$ cat src/rtl/systolic_pkg.sv
// Shared definitions for the systolic array edge logic.
//   DATA_W          : default element width
//   feeder_state_t  : skew feeder FSM states
//   lane_get/put    : access lane idx of a flat lane-packed vector
//                     (lane i occupies bits [i*DATA_W +: DATA_W])
package systolic_pkg;

  localparam int DATA_W = 8;
  localparam int MAX_N  = 16;

  typedef enum logic [1:0] {
    IDLE  = 2'd0,
    FEED  = 2'd1,
    FLUSH = 2'd2,
    DONE  = 2'd3
  } feeder_state_t;

  function automatic logic [DATA_W-1:0] lane_get(
    input logic [MAX_N*DATA_W-1:0] vec,
    input int unsigned             idx
  );
    return vec[idx*DATA_W +: DATA_W];
  endfunction

  function automatic logic [MAX_N*DATA_W-1:0] lane_put(
    input logic [MAX_N*DATA_W-1:0] vec,
    input int unsigned             idx,
    input logic [DATA_W-1:0]       val
  );
    logic [MAX_N*DATA_W-1:0] r;
    r = vec;
    r[idx*DATA_W +: DATA_W] = val;
    return r;
  endfunction

endpackage

$ cat src/rtl/skew_delay_line.sv
// Fixed-depth delay line carrying a data word plus a valid bit.
//   clk_i, rst_i : clock, synchronous active-high clear
//   d_i, vld_i   : input word / valid
//   d_o, vld_o   : word / valid delayed by DEPTH cycles
module skew_delay_line #(
  parameter int DEPTH = 1,
  parameter int WIDTH = 8
) (
  input  logic             clk_i,
  input  logic             rst_i,
  input  logic [WIDTH-1:0] d_i,
  input  logic             vld_i,
  output logic [WIDTH-1:0] d_o,
  output logic             vld_o
);

  logic [DEPTH-1:0][WIDTH-1:0] dat_q;
  logic [DEPTH-1:0]            vld_q;

  always_ff @(posedge clk_i) begin
    if (rst_i) begin
      dat_q <= '0;
      vld_q <= '0;
    end else begin
      dat_q[0] <= d_i;
      vld_q[0] <= vld_i;
      for (int k = 1; k < DEPTH; k++) begin
        dat_q[k] <= dat_q[k-1];
        vld_q[k] <= vld_q[k-1];
      end
    end
  end

  assign d_o   = dat_q[DEPTH-1];
  assign vld_o = vld_q[DEPTH-1];

endmodule

$ cat src/rtl/systolic_skew_feeder.sv
// West/north edge feeder of the systolic PE array: accepts one activation
// and one weight vector per cycle, delays lane i by i extra cycles, injects
// zero bubbles when no vector arrives, drains the skew and pulses done.
//   clk_i, rst_i          : clock, synchronous active-high reset
//   start_i, k_len_i      : tile start pulse and vector count (IDLE only)
//   in_valid_i/in_ready_o : vector handshake
//   a_vec_i, b_vec_i      : lane-packed activation / weight vectors
//   row_data_o/col_data_o : skewed lanes to array rows / columns
//   lane_valid_o          : per-lane element-valid
//   busy_o, done_o        : FEED|FLUSH indicator, end-of-tile pulse
module systolic_skew_feeder #(
  parameter int N      = 4,
  parameter int DATA_W = 8,
  parameter int K_W    = 16
) (
  input  logic              clk_i,
  input  logic              rst_i,
  input  logic              start_i,
  input  logic [K_W-1:0]    k_len_i,
  input  logic              in_valid_i,
  output logic              in_ready_o,
  input  logic [N*DATA_W-1:0] a_vec_i,
  input  logic [N*DATA_W-1:0] b_vec_i,
  output logic [N*DATA_W-1:0] row_data_o,
  output logic [N*DATA_W-1:0] col_data_o,
  output logic [N-1:0]      lane_valid_o,
  output logic              busy_o,
  output logic              done_o
);
  import systolic_pkg::*;

  feeder_state_t  state_q, state_d;
  logic [K_W-1:0] k_len_q, k_len_d;
  logic [K_W-1:0] acc_cnt_q, acc_cnt_d;
  logic [K_W-1:0] flush_cnt_q, flush_cnt_d;

  logic                accept;
  logic [N*DATA_W-1:0] a_in, b_in;

  // Non-accepted cycles push zeros so both MAC operands are zero and the
  // diagonal alignment of later vectors is kept.
  assign accept = (state_q == FEED) && in_valid_i;
  assign a_in   = accept ? a_vec_i : '0;
  assign b_in   = accept ? b_vec_i : '0;

  always_comb begin
    state_d     = state_q;
    k_len_d     = k_len_q;
    acc_cnt_d   = acc_cnt_q;
    flush_cnt_d = flush_cnt_q;
    case (state_q)
      IDLE: begin
        if (start_i) begin
          k_len_d = k_len_i;
          state_d = (k_len_i == '0) ? DONE : FEED;
        end
      end
      FEED: begin
        if (accept) begin
          acc_cnt_d = acc_cnt_q + K_W'(1);
          if (acc_cnt_q + K_W'(1) == k_len_q) state_d = FLUSH;
        end
      end
      FLUSH: begin
        // N-1 drain cycles: lane N-1 shows the last element in the DONE cycle
        if (flush_cnt_q == K_W'(N-2)) state_d = DONE;
        else                          flush_cnt_d = flush_cnt_q + K_W'(1);
      end
      DONE: begin
        acc_cnt_d   = '0;
        flush_cnt_d = '0;
        state_d     = IDLE;
      end
      default: state_d = IDLE;
    endcase
  end

  always_ff @(posedge clk_i) begin
    if (rst_i) begin
      state_q     <= IDLE;
      k_len_q     <= '0;
      acc_cnt_q   <= '0;
      flush_cnt_q <= '0;
    end else begin
      state_q     <= state_d;
      k_len_q     <= k_len_d;
      acc_cnt_q   <= acc_cnt_d;
      flush_cnt_q <= flush_cnt_d;
    end
  end

  // Status decoded straight from the state register: glitch-free, no
  // combinational path from in_valid_i.
  assign in_ready_o = (state_q == FEED);
  assign busy_o     = (state_q == FEED) || (state_q == FLUSH);
  assign done_o     = (state_q == DONE);

  for (genvar i = 0; i < N; i++) begin : g_lane
    logic a_vld, b_vld;

    skew_delay_line #(.DEPTH(i+1), .WIDTH(DATA_W)) u_a (
      .clk_i (clk_i),
      .rst_i (rst_i),
      .d_i   (a_in[i*DATA_W +: DATA_W]),
      .vld_i (accept),
      .d_o   (row_data_o[i*DATA_W +: DATA_W]),
      .vld_o (a_vld)
    );

    skew_delay_line #(.DEPTH(i+1), .WIDTH(DATA_W)) u_b (
      .clk_i (clk_i),
      .rst_i (rst_i),
      .d_i   (b_in[i*DATA_W +: DATA_W]),
      .vld_i (accept),
      .d_o   (col_data_o[i*DATA_W +: DATA_W]),
      .vld_o (b_vld)
    );

    // Both streams share timing; combining keeps both valid chains live.
    assign lane_valid_o[i] = a_vld & b_vld;
  end

endmodule

$ cat config.mk
export PLATFORM = sky130hd
export DESIGN_NAME = systolic_skew_feeder
export DESIGN_NICKNAME = d
export VERILOG_FILES = /design/src/rtl/systolic_pkg.sv /design/src/rtl/skew_delay_line.sv /design/src/rtl/systolic_skew_feeder.sv
export SDC_FILE = /design/constraint.sdc
export NUM_CORES = 1
export LEC_CHECK = 0
export CORE_MARGIN = 2
export CORE_UTILIZATION = 38
export DETAILED_ROUTE_END_ITERATION = 8
export PLACE_DENSITY = 0.66
export SLEW_MARGIN = 20
export SYNTH_ARGS = -nofsm -noshare
export SYNTH_HDL_FRONTEND = slang
export SYNTH_HIERARCHICAL = 1
export SYNTH_SLANG_ARGS = --single-unit
$ cat constraint.sdc
create_clock -name clk_i -period 3.3 [get_ports clk_i]
set_input_delay 0.66 -clock clk_i [delete_from_list [all_inputs] [get_ports clk_i]]
set_output_delay 0.66 -clock clk_i [all_outputs]
set_load 0.005 [all_outputs]
==> flow_summary.ini <==
[power]
ir_drop_mv = 0.411
power_density_nw_per_um2 = 626
power_leakage_nw = 4.34

[layout]
final_common_cell = dfxtp_1
final_cell_mix = dfxtp_1 (230), clkdlybuf4s50_1 (152), nor2b_1 (141), and3_1 (71), nand2_1 (59)
diodes = 0
fillers = 1993
drive_gt1_share_pct = 8.51
ff_latch_area_sq_um = 4600
finalNetCount = 1051
syn2layout_area_growth_pct = 26.1
multi_input_area_sq_um = 3240

[synth]
synthMuxAreaShare_pct = 0.118
ys_warn_count = 6
syn_avg_cell_area_sq_um = 9.92
ys.flop_type = dfxtp_1
synthAdderAreaFrac_pct = 1.18
synth_top_family_by_area = simple AND/OR/NAND/NOR gates
synthArstFlopShare_pct = 0
postSynthCellCount = 854
yosys-top-cells-area = dfxtp_1 (54%), nor2b_1 (10%), and3_1 (5.2%), buf_4 (4.4%), and2b_2 (2.7%)
synth_compound_area_share_pct = 4.89
yosys.area_share.simple_pct = 28.6
ys_types = 46
synth_top_area_share_pct = 54.4
ys_ff_latch = 230
synth_edf_count = 0
synth_top_cell_by_area = dfxtp_1
synth_fp_nets = 946
ys_seq_area_share_pct = 54.4
synth-xor-area-share_pct = 3.41
netlist_area_sq_um = 8470

[placed_design]
hpwl_um = 10500
io_buffers = 154
dp_slack_ns = 0.185
place_congestion = 0.873

[critical_path]
startpoint_type = flip-flop
slowest_delay_ns = 0.66
slowest_stage = or4_1
critPathCaptureType = flip-flop
critPathArrivalTime_ns = 3.50
path_class = reg2reg
crit_chain = ha_2 > nand3_2 > or4_1 > or3_1 > o21ai_1 > a21oi_1 > o41a_1 > or3_1 > a211oi_1
crit_top_cell = or3_1
required_ns = 3.71
crit_path_max_fanout = 7

[sta]
rsz0062_at_grt = no
hold_viol_final = 0
tightest_slew_ns = 0.607
min_period_ns = 3.08
setup_slack_ns = 0.218
fmax_ghz = 0.324
setup_tns_ns = 0
setup_viol = 0
drv_slew = 0
fin_crit_sh_pct = 93.4
skew_ns = 0.0123
max-slew-margin-rel_pct = 59.4

[cts]
htree_levels = 1
clock_latency_ns = 0.50
post_cts_buffers = 0
cts_buffers = 25
cts_sinks = 230
cts_root_buf = clkbuf_16
cts_max_path_buffers = 3
clkSlewWorstSetupHoldPaths_ns = 0.06
cts_tree = yes

[global_route]
grt_max_degree = 84
grt.overflow.total = 0
grt_pass1_vias = 5337
grt_pass1_wl_um = 26800
antenna_found_initial = 0
grt_usage_pct = 13.6

[floorplan]
die_area_sq_um = 23500
chipWidth_um = 153
row_count = 54
ios = 155
chipHeight_um = 153
start_util_pct = 38.8
core-area_sq_um = 21800

[detailed_routing]
wirelength_um = 16100
drtIter0Drc = 265
vias = 5704
first_pass_iters = 4
wl_per_cell_um = 12.9
antenna_left = 0
drt-vias-per-instance = 4.55
route.detailed.drc = 0

[job]
maxCapViolations = 0

[run_status]
status = finished, final reports clean

[worst_hold_path]
hp-class = reg2reg
==> cell usage after synthesis, types with 8 or more instances <==
cell type	instances
dfxtp_1	230
nor2b_1	141
nand4_1	8
buf_4	50
ha_1	8
nor4_1	9
nor3_1	8
xor2_1	10
and3_1	71
inv_1	12
and2b_2	26
buf_6	10
a21oi_1	34
nor2_1	41
clkbuf_1	24
xnor2_1	23
and2b_1	14
nand3_1	11
nand2_1	59
o21ai_0	16
==> kinds of logic after synthesis <==
group,after synthesis
adders and majority gates,8
DFF,230
and+or+nand+nor,413
buffers and inverters,98
muxes,1
AOI/OAI and AO/OA,71
xor gates and xnor gates,33
==> power by group <==
part / leakage [nW] / switching, W / total, W / internal [W]
Combinational: 2.08 / 0.000524 / 0.000997 / 0.000473
Sequential: 1.86 / 0.0000646 / 0.00299 / 0.00292
Clock: 0.403 / 0.00107 / 0.00270 / 0.00164
Total: 4.34 / 0.00165 / 0.00669 / 0.00503
==> stage by stage <==
stage / cells / power, W / hold WS, ns / utilization (%) / instance area [sq um]
final: 1255 / 0.00669 / 0.431 / 49.0 / 10700
after detailed placement: 1212 / 0.00405 / 0.420 / 45.2 / 9870
after global routing: 1255 / 0.00704 / 0.441 / 49.0 / 10700
after CTS: 1255 / 0.00678 / 0.434 / 48.9 / 10700
after floorplan: 854 / 0.00368 / 0.411 / - / 8470
after global placement: 1212 / 0.00404 / 0.413 / 45.2 / 9870
==> what timing repair did <==
| action | CTS | global route |
|---|---|---|
| gates resized for setup | 0 | 1 |
| hold buffers | 0 | 0 |
| setup endpoints to repair | 0 | 2 |
==> flip-flops by register name (all words and copies together), names as in the netlist <==
register,cells
g_lane.u_b/d_o,32
flush_cnt_q,16
g_lane.u_b/vld_q,9
k_len_q,16
g_lane.u_b/vld_o,1
g_lane.u_a/dat_q,48
g_lane.u_a/vld_o,1
g_lane.u_a/d_o,32
g_lane.u_b/dat_q,48
state_q,2
acc_cnt_q,16
g_lane.u_a/vld_q,9
==> critical path: cells and delay by family, from the launching register on <==
kind / cells / cell delay, ns
compound gates: 4 / 0.74
simple gates: 4 / 1.53
flops: 1 / 0.43
fa+ha+maj: 1 / 0.29
==> cell type report <==
cell class / instances / area share, %
clock buffers: 33 / 6.51
clock inverters: 10 / 1.04
inverters: 12 / 0.422
multi-input cells: 526 / 30.3
flip-flops and latches: 230 / 43.1
well taps: 280 / 3.28
repair buffers: 164 / 15.3
==> layer usage <==
metal	part of all wire, %	GRT usage [%]	routed length [um]	vias to the layer above
met1	48	18.4	7670	2579
met5	0	0	0	-
met4	2.3	4.32	372	0
met2	45	21.9	7260	143
li1	-	-	-	2956
met3	5.1	2.67	828	26
==> path summary, 6_finish.rpt <==
path | startpoint | end | slack, ns | cells after the start
setup / recovery | acc_cnt_q[0]$_SDFFE_PP0P_ | state_q[0]$_SDFFE_PP0P_ | 0.22 | 9
setup reg to reg | acc_cnt_q[0]$_SDFFE_PP0P_ | state_q[0]$_SDFFE_PP0P_ | 0.22 | 9
hold reg to reg | g_lane[1].u_b/dat_q[2]$_SDFF_PP0_ | g_lane[1].u_b/d_o[2]$_SDFF_PP0_ | 0.43 | 1
hold / removal | g_lane[1].u_b/dat_q[2]$_SDFF_PP0_ | g_lane[1].u_b/d_o[2]$_SDFF_PP0_ | 0.43 | 1
(Power assumes the default switching activity.)
